[config.mk]
export PLATFORM = sky130hd
export DESIGN_NAME = shift_seq
export DESIGN_NICKNAME = d
export VERILOG_FILES = /design/src/rtl/shift_seq.sv
export SDC_FILE = /design/constraint.sdc
export NUM_CORES = 1
export LEC_CHECK = 0
export BUFFER_PORTS_ARGS = -buffer_cell sky130_fd_sc_hd__buf_2
export CORE_ASPECT_RATIO = 0.75
export CORE_MARGIN = 2
export CORE_UTILIZATION = 35
export DETAILED_ROUTE_END_ITERATION = 16
export PLACE_DENSITY = 0.6
export SLEW_MARGIN = 20
export SYNTH_ARGS = -nofsm -noshare
export SYNTH_HDL_FRONTEND = slang
export SYNTH_SLANG_ARGS = --single-unit
[constraint.sdc]
create_clock -name clk -period 3.28 [get_ports clk]
set_input_delay 0.164 -clock clk [delete_from_list [all_inputs] [get_ports clk]]
set_output_delay 0.164 -clock clk [all_outputs]
set_load 0.05 [all_outputs]
[src/rtl/shift_seq.sv]
// Iterative sequencer for register-specified ARM shifts (LSL/LSR/ASR/ROR by Rs[7:0]).
// Optional macro SHIFT_SEQ_FAST_EN: up to 4 shift steps per SHIFT cycle.
module shift_seq #(
    parameter int unsigned DATA_W = 32
) (
    input  logic              clk,
    input  logic              rst,
    input  logic              in_valid,
    output logic              in_ready,
    input  logic [1:0]        shift_type,
    input  logic [7:0]        shift_amt,
    input  logic [DATA_W-1:0] rm_value,
    input  logic              carry_in,
    input  logic              flush,
    output logic              out_valid,
    input  logic              out_ready,
    output logic [DATA_W-1:0] val2,
    output logic              carry_out,
    output logic              busy
);

    typedef enum logic [1:0] {StIdle, StShift, StDone} state_e;

    localparam logic [1:0] ShLsl = 2'b00;
    localparam logic [1:0] ShLsr = 2'b01;
    localparam logic [1:0] ShAsr = 2'b10;

    state_e            state_q, state_d;
    logic [DATA_W-1:0] data_q, data_d;
    logic              carry_q, carry_d;
    logic [1:0]        type_q, type_d;
    logic [5:0]        cnt_q, cnt_d;
    logic [5:0]        steps;
    logic [5:0]        dec;
    logic [DATA_W:0]   stepped;

    // One-bit shift step; returns {carry, data}.
    function automatic logic [DATA_W:0] step1(input logic [1:0] t, input logic [DATA_W-1:0] d);
        case (t)
            ShLsl:   step1 = {d[DATA_W-1], d[DATA_W-2:0], 1'b0};
            ShLsr:   step1 = {d[0], 1'b0, d[DATA_W-1:1]};
            ShAsr:   step1 = {d[0], d[DATA_W-1], d[DATA_W-1:1]};
            default: step1 = {d[0], d[0], d[DATA_W-1:1]};
        endcase
    endfunction

    always_comb begin
        steps = 6'd0;
        case (shift_type)
            ShLsl, ShLsr: steps = (shift_amt > 8'd33) ? 6'd33 : shift_amt[5:0];
            ShAsr:        steps = (shift_amt > 8'd32) ? 6'd32 : shift_amt[5:0];
            default:      steps = {1'b0, shift_amt[4:0]};
        endcase
    end

`ifdef SHIFT_SEQ_FAST_EN
    always_comb begin
        stepped = {carry_q, data_q};
        for (int i = 0; i < 4; i++) begin
            if (cnt_q > 6'(i)) begin
                stepped = step1(type_q, stepped[DATA_W-1:0]);
            end
        end
        dec = (cnt_q > 6'd4) ? 6'd4 : cnt_q;
    end
`else
    always_comb begin
        stepped = step1(type_q, data_q);
        dec     = 6'd1;
    end
`endif

    always_comb begin
        state_d = state_q;
        data_d  = data_q;
        carry_d = carry_q;
        type_d  = type_q;
        cnt_d   = cnt_q;
        if (flush) begin
            state_d = StIdle;
            cnt_d   = 6'd0;
        end else begin
            case (state_q)
                StIdle: begin
                    if (in_valid) begin
                        data_d  = rm_value;
                        type_d  = shift_type;
                        cnt_d   = steps;
                        // ROR by a non-zero multiple of 32: value unchanged, carry is the MSB.
                        carry_d = (shift_type == 2'b11 && shift_amt != 8'd0 &&
                                   shift_amt[4:0] == 5'd0) ? rm_value[DATA_W-1] : carry_in;
                        state_d = (steps != 6'd0) ? StShift : StDone;
                    end
                end
                StShift: begin
                    {carry_d, data_d} = stepped;
                    cnt_d = cnt_q - dec;
                    if (cnt_q == dec) begin
                        state_d = StDone;
                    end
                end
                StDone: begin
                    if (out_ready) begin
                        state_d = StIdle;
                    end
                end
                default: state_d = StIdle;
            endcase
        end
    end

    always_ff @(posedge clk) begin
        if (rst) begin
            state_q <= StIdle;
            data_q  <= '0;
            carry_q <= 1'b0;
            type_q  <= 2'b00;
            cnt_q   <= 6'd0;
        end else begin
            state_q <= state_d;
            data_q  <= data_d;
            carry_q <= carry_d;
            type_q  <= type_d;
            cnt_q   <= cnt_d;
        end
    end

    assign in_ready  = (state_q == StIdle);
    assign out_valid = (state_q == StDone);
    assign busy      = (state_q != StIdle);
    assign val2      = data_q;
    assign carry_out = carry_q;

endmodule
# After elaboration in Yosys (flattened, before gate mapping)
# Cells that the tools add are included.
word_totals:
  input_bits: 48
  word_cells: 55
  out_inout_bits: 36
  ff_bits: 43
op_classes:
  n_eq_ne: 12
  n_addsub: 1
  order_cmp: 2
  bitwise_logic: 1
  muxes: 16
  reduce_logical: 17
op_table:
  columns: ["op", "n"]
  rows:
  - ["33-bit one-hot mux with 3 select lines", 1]
  - ["32-bit one-hot mux with 2 select lines", 1]
  - ["32-bit 2-to-1 mux", 1]
  - ["6-bit one-hot mux with 2 select lines", 2]
  - ["6-bit 2-to-1 mux", 3]
  - ["8-bit by 6-bit greater-than comparator with 1-bit output (second input constant)", 2]
  - ["3-bit AND reduction", 3]
  - ["2-bit equality test (second input constant)", 4]
  - ["2-bit 2-to-1 mux", 4]
  - ["8-bit nonzero test", 1]
  - ["2-bit by 1-bit equality test with 1-bit output (second input constant)", 3]
  - ["6-bit by 1-bit equality test with 1-bit output (second input constant)", 1]
  - ["2-bit logical NOT", 3]
  - ["2-bit inequality test (second input constant)", 3]
  - ["2-bit one-hot mux with 3 select lines", 1]
  - ["6-bit nonzero test", 1]
  - ["6-bit by 1-bit subtractor with 6-bit output (second input constant)", 1]
  - ["5-bit logical NOT", 1]
  - ["4-bit AND reduction", 1]
  - ["2-bit nonzero test", 2]
  - ["2-bit OR reduction", 2]
  - ["1-bit logical AND", 2]
  - ["1-bit 2-to-1 mux", 2]
  - ["2-bit by 1-bit inequality test with 1-bit output (second input constant)", 1]
  - ["3 further kinds", 3]

# Depth between registers and ports, before layout
# Gate-level depths: netlist (run 1).
depth:
  ltp_word: 7
  mapped_depth: 8

# Least setup slack after synthesis (run 1)
# No wires, ideal clock.
synth_path:
  kind: "reg2reg"
  from: "register state_q[0]"
  to: "register state_q[1]"
  arrival_time_ns: 1.870
  path_buffers: 1
  setup_slack_ns: 1.287
  required_ns: 3.157
  stages_incl_launch_ff: 6
  cell_sequence: "dfxtp_1 -> buf_2 -> nor2_1 -> inv_1 -> a21oi_1 -> nor3_1"
synth_via:
  elab_chain_cells: 3
  elab_cells_between_ends: 8
synth_lines:
  columns: ["element", "line_no", "text"]
  rows:
  - ["from (decl)", "28", "state_e state_q, state_d;"]
  - ["from (signal assigned)", "114", "state_q <= StIdle;"]
  - ["from (signal assigned)", "120", "state_q <= state_d;"]
  - ["2-bit logical NOT (*)", null, null]
  - ["net in_ready", "9", "output logic in_ready,"]
  - ["2-bit inequality test (no line)", null, null]
  - ["3-bit AND reduction (no line)", null, null]
# The timed path passes the listed nets; every way through them passes the cells marked *.
# A chain may end at the register's enable or synchronous reset.

# Worst setup path after layout (run 1)
layout_path:
  from: "register type_q[0]"
  to: "register data_q[25], in the netlist val2[25]"
layout_via:
  elab_chain_cells: 3
  elab_cells_between_ends: 5
layout_lines:
  columns: ["element", "line_no", "text"]
  rows:
  - ["from (decl)", "31", "logic [1:0] type_q, type_d;"]
  - ["from (signal assigned)", "123", "type_q <= type_d;"]
  - ["2-bit equality test, or another cell as far along", "39", "case (t)"]
  - ["33-bit one-hot mux with 3 select lines (*)", "39", null]
  - ["32-bit one-hot mux with 2 select lines (*)", "83", "case (state_q)"]
  - ["to (signal assigned)", "121", "data_q <= data_d;"]
  - ["to (decl)", "29", "logic [DATA_W-1:0] data_q, data_d;"]
# Mark *: on every way between the ends. The rest lies on a longest branch, timed or not.

==> flow_summary_export.csv, run 1 <==
group,metric,value,unit
synthesis,seq_area_frac_synth,0.365,
clocking,cts-resized-gates,0,
synthesis,yosys-top-cells-area,"dfxtp_1 37%, mux2i_1 14%, a22o_1 11%",
drt,drt_pre_antenna_iters,4,
critical_path,slowest_stage,"nor2_4",
pwr,power,1.27,mW
pwr,cellLeakagePower,1.48,nW
critical_path,timing.rr.start,"type_q[0]",
timing,finalMaxSlewViolations,0,
critical_path,cp.arrival,2100,ps
critical_path,worst-path-max-fanout,19,
synthesis,ys_warn_count,0,
synthesis,synth_ff_type,"dfxtp_1",
synthesis,synth-async-reset-ratio,0,
grt,track_usage,0.171,
drt,vias,2299,
cells_and_area,diodes,0,
synthesis,synthMostInstantiatedCell,"dfxtp_1",
pwr,swShare,0.355,
critical_path,worstPathCellList,"nor2_4, buf_4, mux2i_1, o21ai_0, a22o_1",
critical_path,reg2reg_depth,5,
grt,antenna_found_initial,0,
drt,wire_per_inst,14.9,um
critical_path,path_delay_family,"simple AND/OR/NAND/NOR gates",
synthesis,synth.distinct_cells,36,
clocking,postCtsHoldBufs,0,
critical_path,cp-start-kind,"flip-flop",
floorplanning,die_width,98.8,um
timing,fin_crit_sh,0.583,
synthesis,netlist.top_cell.by_area,"dfxtp_1",
place,placed_cells,424,
cells_and_area,finish.instance_area,0.00289,mm^2
drt,drtAntennaViolNets,0,
timing,rsz0062_at_grt,"false",
place,gp_congestion,0.818,
timing,tightest_slew,662,ps
critical_path,reg2reg_to,"val2[25]",
drt,wl,6420,um
pwr,powerDensity,439,mW/mm^2
cells_and_area,final_util,0.451,
timing,min_period,1910,ps
clocking,post-cts-setup-buffers,0,
floorplanning,start_util,0.368,
clocking,cts_buffer_depth,2,
grt,grt-ovfl-total,0,
clocking,insertion_delay,290,ps
status,outcome,"finished, final reports clean",
critical_path,crit_required,3470,ps
place,portBuffers,83,
clocking,tritoncts,"built",
floorplanning,std_cell_rows,25,
synthesis,ys_ff_latch,43,
clocking,cts-buffers-inserted,5,
pwr,seqPwrFrac,0.464,
floorplanning,dieArea,0.00741,mm^2
timing,finalSetupViolCount,0,
pwr,p_int,0.820,mW
synthesis,netlist_area,0.00236,mm^2
critical_path,crit_start,"type_q[0]",
place,dpl.hpwl,4480,um
drt,drc_errors,0,
critical_path,crit_path_end,"val2[25]",
critical_path,end_kind,"flip-flop",
critical_path,r2r_slack,1370,ps
grt,grt_max_degree,70,
worst_hold_path,holdCritPathClass,"in -> reg",
critical_path,worstPathBufferInverterCount,1,
cells_and_area,instances_no_fill,432,
pwr,ir_drop,0.142,mV
clocking,cts_num_sinks,43,
clocking,cts-root-buf,"clkbuf_8",
timing,hold_violations,0,
timing,setup_tns,0,ps
job,maxCapViolCount,0,
timing,slew_headroom,0.557,
cells_and_area,area_delta_synth_final,22.7,%
critical_path,path_class,"reg -> reg",
grt,grt_pass1_vias,2045,
place,place_area,0.00280,mm^2
floorplanning,core_area,0.00641,mm^2
timing,skew,4.40,ps
pwr,p_sw,0.450,mW
critical_path,worst-path-stages,5,
synthesis,synth_top_area_frac,0.365,
drt,vias_per_cell,5.32,
pwr,clkPwrFrac,0.263,
cells_and_area,drive_gt1_frac,0.293,
clocking,path_clk_slew,80,ps
pwr,combPwrFrac,0.273,
synthesis,syn_area_per_cell,8.45,um^2
clocking,htreeDepth,2,
grt,grt_pass1_wl,10200,um
synthesis,synth_commonest_cells,"43 x dfxtp_1, 41 x nand2_1, 40 x o21ai_0, 33 x mux2i_1, 30 x a22o_1",
synthesis,netlist_instances,279,
cells_and_area,final_nets,400,
critical_path,max_stage_delay,550,ps
cells_and_area,fillers,654,
floorplanning,pin_count,84,
drt,drt-initial-drc-count,116,
timing,fmax,523,MHz
synthesis,synthesis.nets,329,
floorplanning,die_h,75.1,um
synthesis,synth_edf_count,0,
through the flow:
step / hold WS [ps] / setup slack, ps
2_1_floorplan: 300 / 1290
3_3_place_gp: 441 / 1330
3_5_place_dp: 448 / 1290
4_1_cts: 133 / 1270
5_1_grt: 149 / 1230
6_report: 141 / 1370
power groups by stage:
| stage | logic (mW) | clock network, mW | registers [mW] |
|---|---|---|---|
| global placement | 0.343 | 0 | 0.601 |
| CTS | 0.348 | 0.344 | 0.589 |
| detailed placement | 0.347 | 0 | 0.601 |
| floorplan | 0.178 | 0 | 0.677 |
| global route | 0.378 | 0.364 | 0.596 |
| finish | 0.347 | 0.333 | 0.590 |
sequential cells by signal, indices dropped and copies added (netlist names):
register and count:
carry_out 1, cnt_q 6, state_q 2, type_q 2, val2 32
cell type report:
type	instances	area (um^2)	area share
inverters	6	22.5	0.00779
repair buffers	86	438	0.151
clock inverters	3	15.0	0.00519
flip-flops and latches	43	861	0.298
clock buffers	5	68.8	0.0238
multi-input cells	208	1390	0.479
well taps	81	101	0.0350
how the worst min path moves through the flow:
stage / to / from / depth (start not counted)
floorplan: type_q[0] / shift_type[0] / 2
global route: type_q[0] / shift_type[0] / 3
detailed placement: cnt_q[2] / flush / 2
global placement: type_q[0] / shift_type[0] / 3
CTS: type_q[0] / shift_type[0] / 3
finish: type_q[0] / shift_type[0] / 3
cells by family after synthesis:
kind of cell	after synthesis	synth area share
mux	33	0.140
simple gates	73	0.142
xor+xnor	1	0.00372
flops	43	0.365
compound gates	99	0.282
fa+ha+maj	2	0.0106
buf+inv	28	0.0563
cell usage in the layout, fill, tap and decap left out, drive strengths merged, types with 2 or more instances in the layout:
cell    synthesis  final
nor3            7      7
ha              2      2
nand2          41     41
o21ba           2      2
buf            10     86
o21ai          40     40
a211oi          3      3
clkbuf         12      5
dfxtp          43     43
nor2           15     15
mux2i          33     33
a311o           2      2
o21a            2      2
nand3b          2      2
a21oi          12     12
inv             6      6
clkinv          0      3
a22o           30     30
worst min-delay path, cell delays in order:
cell and delay [ps]:
buf_2 120, nand2_1 60, a21oi_1 50
layer usage:
layer,vias up,wire length [um],global-route usage
met1,1048,3330,0.255
met3,5,449,0.0399
met4,0,38,0.0365
met5,-,0,0
li1,1167,-,-
met2,79,2600,0.250
(Power assumes the default switching activity.)
==> run 2, diff against run 1 <==
PLACE_DENSITY = 0.62   (was 0.6)
clock period = 1.58 ns   (was 3.28 ns; I/O delays follow)
==> flow_summary_export.csv, run 2 (synthesis results as in run 1) <==
group,metric,value,unit
grt,antenna_found_initial,0,
cells_and_area,diodes,0,
drt,drc_errors,0,
timing,setup_slack,164,ps
place,dpl.hpwl,4480,um
critical_path,crit_required,1810,ps
timing,setup_tns,0,ps
grt,grt_pass1_wl,10200,um
cells_and_area,finish.instance_area,0.00303,mm^2
critical_path,end_kind,"flip-flop",
timing,fmax,706,MHz
cells_and_area,seq_area,861,um^2
timing,slew_headroom,0.785,
timing,hold_violations,0,
place,place_area,0.00293,mm^2
cells_and_area,largest_reg_flops,32,
clocking,post-cts-setup-buffers,0,
critical_path,cp.arrival,1650,ps
timing,fin_worst_hold_slack,49.3,ps
critical_path,worstPathBufferInverterCount,2,
clocking,cts-buffers-inserted,5,
pwr,cellLeakagePower,1.54,nW
cells_and_area,area_delta_synth_final,28.4,%
floorplanning,start_util,0.368,
drt,vias_per_cell,5.14,
place,portBuffers,83,
critical_path,reg2reg_to,"val2[22]",
timing,min_period,1420,ps
clocking,insertion_delay,290,ps
pwr,power,2.71,mW
timing,tightest_slew,322,ps
worst_hold_path,min_path_cells,2,
clocking,path_clk_slew,90,ps
status,outcome,"finished, final reports clean",
floorplanning,core_area,0.00641,mm^2
critical_path,cp-start-kind,"flip-flop",
critical_path,r2r_slack,160,ps
place,dp_slack,146,ps
pwr,ir_drop,0.429,mV
critical_path,timing.rr.start,"state_q[0]",
critical_path,worstPathCellList,"o21bai_1, buf_4, nor3_2, buf_12, a22o_1",
cells_and_area,final_util,0.472,
job,maxCapViolCount,0,
cells_and_area,final_common_cell,"buf_2",
worst_hold_path,holdCritPathClass,"in -> reg",
cells_and_area,fillers,641,
grt,track_usage,0.166,
worst_hold_path,hold_start,"flush",
critical_path,path_class,"reg -> reg",
place,gp_congestion,0.836,
timing,skew,9.37,ps
floorplanning,die_h,75.1,um
clocking,cts-resized-gates,0,
drt,wl,6100,um
cells_and_area,instances_no_fill,440,
clocking,htreeDepth,2,
pwr,powerDensity,895,mW/mm^2
cells_and_area,drive_gt1_frac,0.312,
floorplanning,std_cell_rows,25,
grt,grt-ovfl-total,0,
clocking,cts-root-buf,"clkbuf_8",
grt,grt_pass1_vias,2059,
clocking,tritoncts,"built",
drt,drt-initial-drc-count,111,
critical_path,reg2reg_depth,5,
worst_hold_path,whs_endpoint,"cnt_q[2]",
floorplanning,die_width,98.8,um
critical_path,slowest_stage,"dfxtp_1",
place,placed_cells,432,
critical_path,worst-path-max-fanout,30,
cells_and_area,final_nets,408,
critical_path,path_delay_family,"flip-flops",
timing,finalMaxSlewViolations,0,
timing,fin_crit_sh,0.896,
cells_and_area,final_cell_mix,"83 x buf_2, 43 x dfxtp_1, 41 x nand2_1, 40 x o21ai_0, 33 x mux2i_1",
timing,finalSetupViolCount,0,
clocking,postCtsHoldBufs,0,
timing,rsz0062_at_grt,"false",
drt,drtAntennaViolNets,0,
cells_and_area,multiInputGateArea,0.00139,mm^2
clocking,cts_buffer_depth,2,
floorplanning,dieArea,0.00741,mm^2
critical_path,max_stage_delay,460,ps
drt,wire_per_inst,13.9,um
grt,grt_max_degree,36,
drt,vias,2262,
drt,drt_pre_antenna_iters,4,
clocking,cts_num_sinks,43,
floorplanning,pin_count,84,
[run 2: changes by cell type in the layout (fill, tap and decap cells not counted), sizes merged]
cell,change
buf,+8
clkinvlp,+1
clkinv,-1
[run 2: cell type report]
type	count	area share
clock buffers	5	0.0227
clock inverters	3	0.00826
inverters	6	0.00744
multi-input cells	208	0.459
flip-flops and latches	43	0.284
well taps	81	0.0335
repair buffers	94	0.185
[run 2: layer usage]
layer,share of wire,vias to the layer above,global-route usage
met1,0.54,1014,0.252
met2,0.40,73,0.239
li1,-,1173,-
met3,0.063,2,0.0492
met4,0.0023,0,0.0183
met5,0,-,0
[run 2: power breakdown]
group / internal, mW / switching [mW]
clock network: 0.316 / 0.406
logic: 0.288 / 0.476
registers: 1.15 / 0.0728
total: 1.75 / 0.955
[run 2: how the worst max path moves through the flow]
| stage | start | cells after the start | slack [ps] | end |
|---|---|---|---|---|
| finish | state_q[0] | 5 | 160 | val2[22] |
| global route | state_q[1] | 5 | 6 | cnt_q[3] |
| CTS | state_q[1] | 5 | 150 | cnt_q[3] |
| detailed placement | shift_amt[1] | 5 | 150 | cnt_q[0] |
| global placement | shift_amt[1] | 5 | 160 | cnt_q[0] |
| floorplan | state_q[0] | 6 | 120 | val2[10] |
[run 2: worst reg2reg max path, delay by kind of cell, from the launching register on]
kind	cells	cell delay [ps]
AND/OR/NAND/NOR	1	180
buffers and inverters	2	380
flip-flops	1	460
AO/OA/AOI/OAI	2	330
==> run 3, diff against run 2 <==
==> constraint.sdc (replaced) <==
create_clock -name clk -period 1.58 [get_ports clk]
set_input_delay 0 -clock clk [delete_from_list [all_inputs] [get_ports clk]]
set_output_delay 0 -clock clk [all_outputs]
set_load 0.05 [all_outputs]
==> flow_summary_export.csv, run 3 (synthesis results as in run 1) <==
group,metric,value,unit
status,outcome,"finished, final reports clean",
drt,drt-initial-drc-count,124,
worst_hold_path,hold_start,"shift_amt[4]",
critical_path,cp.arrival,1630,ps
place,portBuffers,83,
floorplanning,pin_count,84,
worst_hold_path,holdCritPathClass,"in -> reg",
timing,skew,6.40,ps
drt,drc_errors,0,
drt,wl,6160,um
job,maxCapViolCount,0,
pwr,cellLeakagePower,1.58,nW
drt,vias_per_cell,5.13,
critical_path,path_class,"reg -> reg",
timing,slew_headroom,0.757,
cells_and_area,instances_no_fill,448,
critical_path,worstPathCellList,"nand2b_2, buf_12, o21a_1, o21ai_0, nor3_1",
floorplanning,die_width,98.8,um
clocking,cts_buffer_depth,2,
critical_path,slowest_stage,"dfxtp_1",
grt,track_usage,0.167,
cells_and_area,area_delta_synth_final,32.3,%
critical_path,max_stage_delay,450,ps
grt,grt-ovfl-total,0,
timing,min_period,1410,ps
clocking,cts-resized-gates,0,
critical_path,cp-start-kind,"flip-flop",
critical_path,crit_start,"state_q[1]",
place,gp_congestion,0.886,
clocking,cts-buffers-inserted,5,
grt,antenna_found_initial,0,
critical_path,worst-path-max-fanout,33,
floorplanning,die_h,75.1,um
grt,grt_pass1_vias,2102,
place,dp_slack,174,ps
drt,drt_pre_antenna_iters,4,
place,dpl.hpwl,4480,um
clocking,postCtsHoldBufs,7,
floorplanning,core_area,0.00641,mm^2
clocking,post-cts-setup-buffers,0,
clocking,tritoncts,"built",
cells_and_area,fillers,617,
timing,tightest_slew,362,ps
clocking,insertion_delay,290,ps
timing,fin_crit_sh,0.894,
critical_path,timing.rr.start,"state_q[1]",
critical_path,crit_required,1800,ps
grt,grt_pass1_wl,10100,um
timing,rsz0062_at_grt,"false",
cells_and_area,diodes,0,
pwr,ir_drop,0.351,mV
grt,grt_max_degree,34,
timing,fmax,708,MHz
critical_path,end_kind,"flip-flop",
clocking,cts_num_sinks,43,
cells_and_area,drive_gt1_frac,0.308,
cells_and_area,final_common_cell,"buf_2",
drt,drtAntennaViolNets,0,
critical_path,path_delay_family,"simple AND/OR/NAND/NOR gates",
critical_path,worstPathBufferInverterCount,1,
floorplanning,std_cell_rows,25,
floorplanning,dieArea,0.00741,mm^2
timing,hold_violations,0,
clocking,path_clk_slew,80,ps
cells_and_area,largest_reg_flops,32,
floorplanning,start_util,0.368,
drt,wire_per_inst,13.8,um
timing,finalMaxSlewViolations,0,
place,placed_cells,433,
timing,finalSetupViolCount,0,
timing,setup_tns,0,ps
clocking,htreeDepth,2,
cells_and_area,final_cell_mix,"83 x buf_2, 43 x dfxtp_1, 41 x nand2_1, 40 x o21ai_0, 33 x mux2i_1",
cells_and_area,final_nets,416,
pwr,powerDensity,871,mW/mm^2
clocking,cts-root-buf,"clkbuf_8",
timing,setup_slack,168,ps
drt,vias,2296,
[run 3: changes by cell type in the layout (fill, tap and decap cells not counted)]
cell / previous run / this run
buf_12: 5 / 6
dlygate4sd3_1: 0 / 7
[run 3: where the power goes]
part / internal (mW) / total (mW) / switching (mW)
logic: 0.308 / 0.791 / 0.483
clock network: 0.316 / 0.705 / 0.390
registers: 1.15 / 1.22 / 0.0716
[run 3: layout make-up]
cell class | instances | area (um^2) | area share
Multi-Input combinational cell | 208 | 1390 | 0.445
Tap cell | 81 | 101 | 0.0325
Inverter | 6 | 22.5 | 0.00722
Clock buffer | 5 | 68.8 | 0.0221
Clock inverter | 3 | 25.0 | 0.00803
Sequential cell | 43 | 861 | 0.276
Timing Repair Buffer | 102 | 651 | 0.209
[run 3: tightest hold or removal path, stage by stage]
cell and delay [ps]:
buf_2 100, a221oi_1 70, nor2_1 100
[run 3: path summary, 6_finish.rpt]
check / to / slack [ps] / cells past startpoint
setup reg to reg: cnt_q[3] / 170 / 5
hold reg to reg: cnt_q[2] / 540 / 2
hold / removal: cnt_q[4] / 10 / 3
setup / recovery: cnt_q[3] / 170 / 5
[run 3: metrics by stage]
step           area (um^2)  hold WS (ps)  utilization  total power, mW
2_1_floorplan         2360           136            -             1.78
3_3_place_gp          2950           271        0.461             2.02
3_5_place_dp          2950           273        0.461             2.02
4_1_cts               3120          1.91        0.486             2.75
5_1_grt               3120          23.4        0.486             2.86
6_report              3120          10.6        0.486             2.72
[run 3: per-layer routing]
layer / share of wire / GRT usage / wire length [um] / vias up
met5: 0 / 0 / 0 / -
met4: 0.0054 / 0.0365 / 33 / 0
met3: 0.066 / 0.0427 / 409 / 5
met2: 0.40 / 0.252 / 2470 / 63
met1: 0.53 / 0.242 / 3250 / 1042
li1: - / - / - / 1186
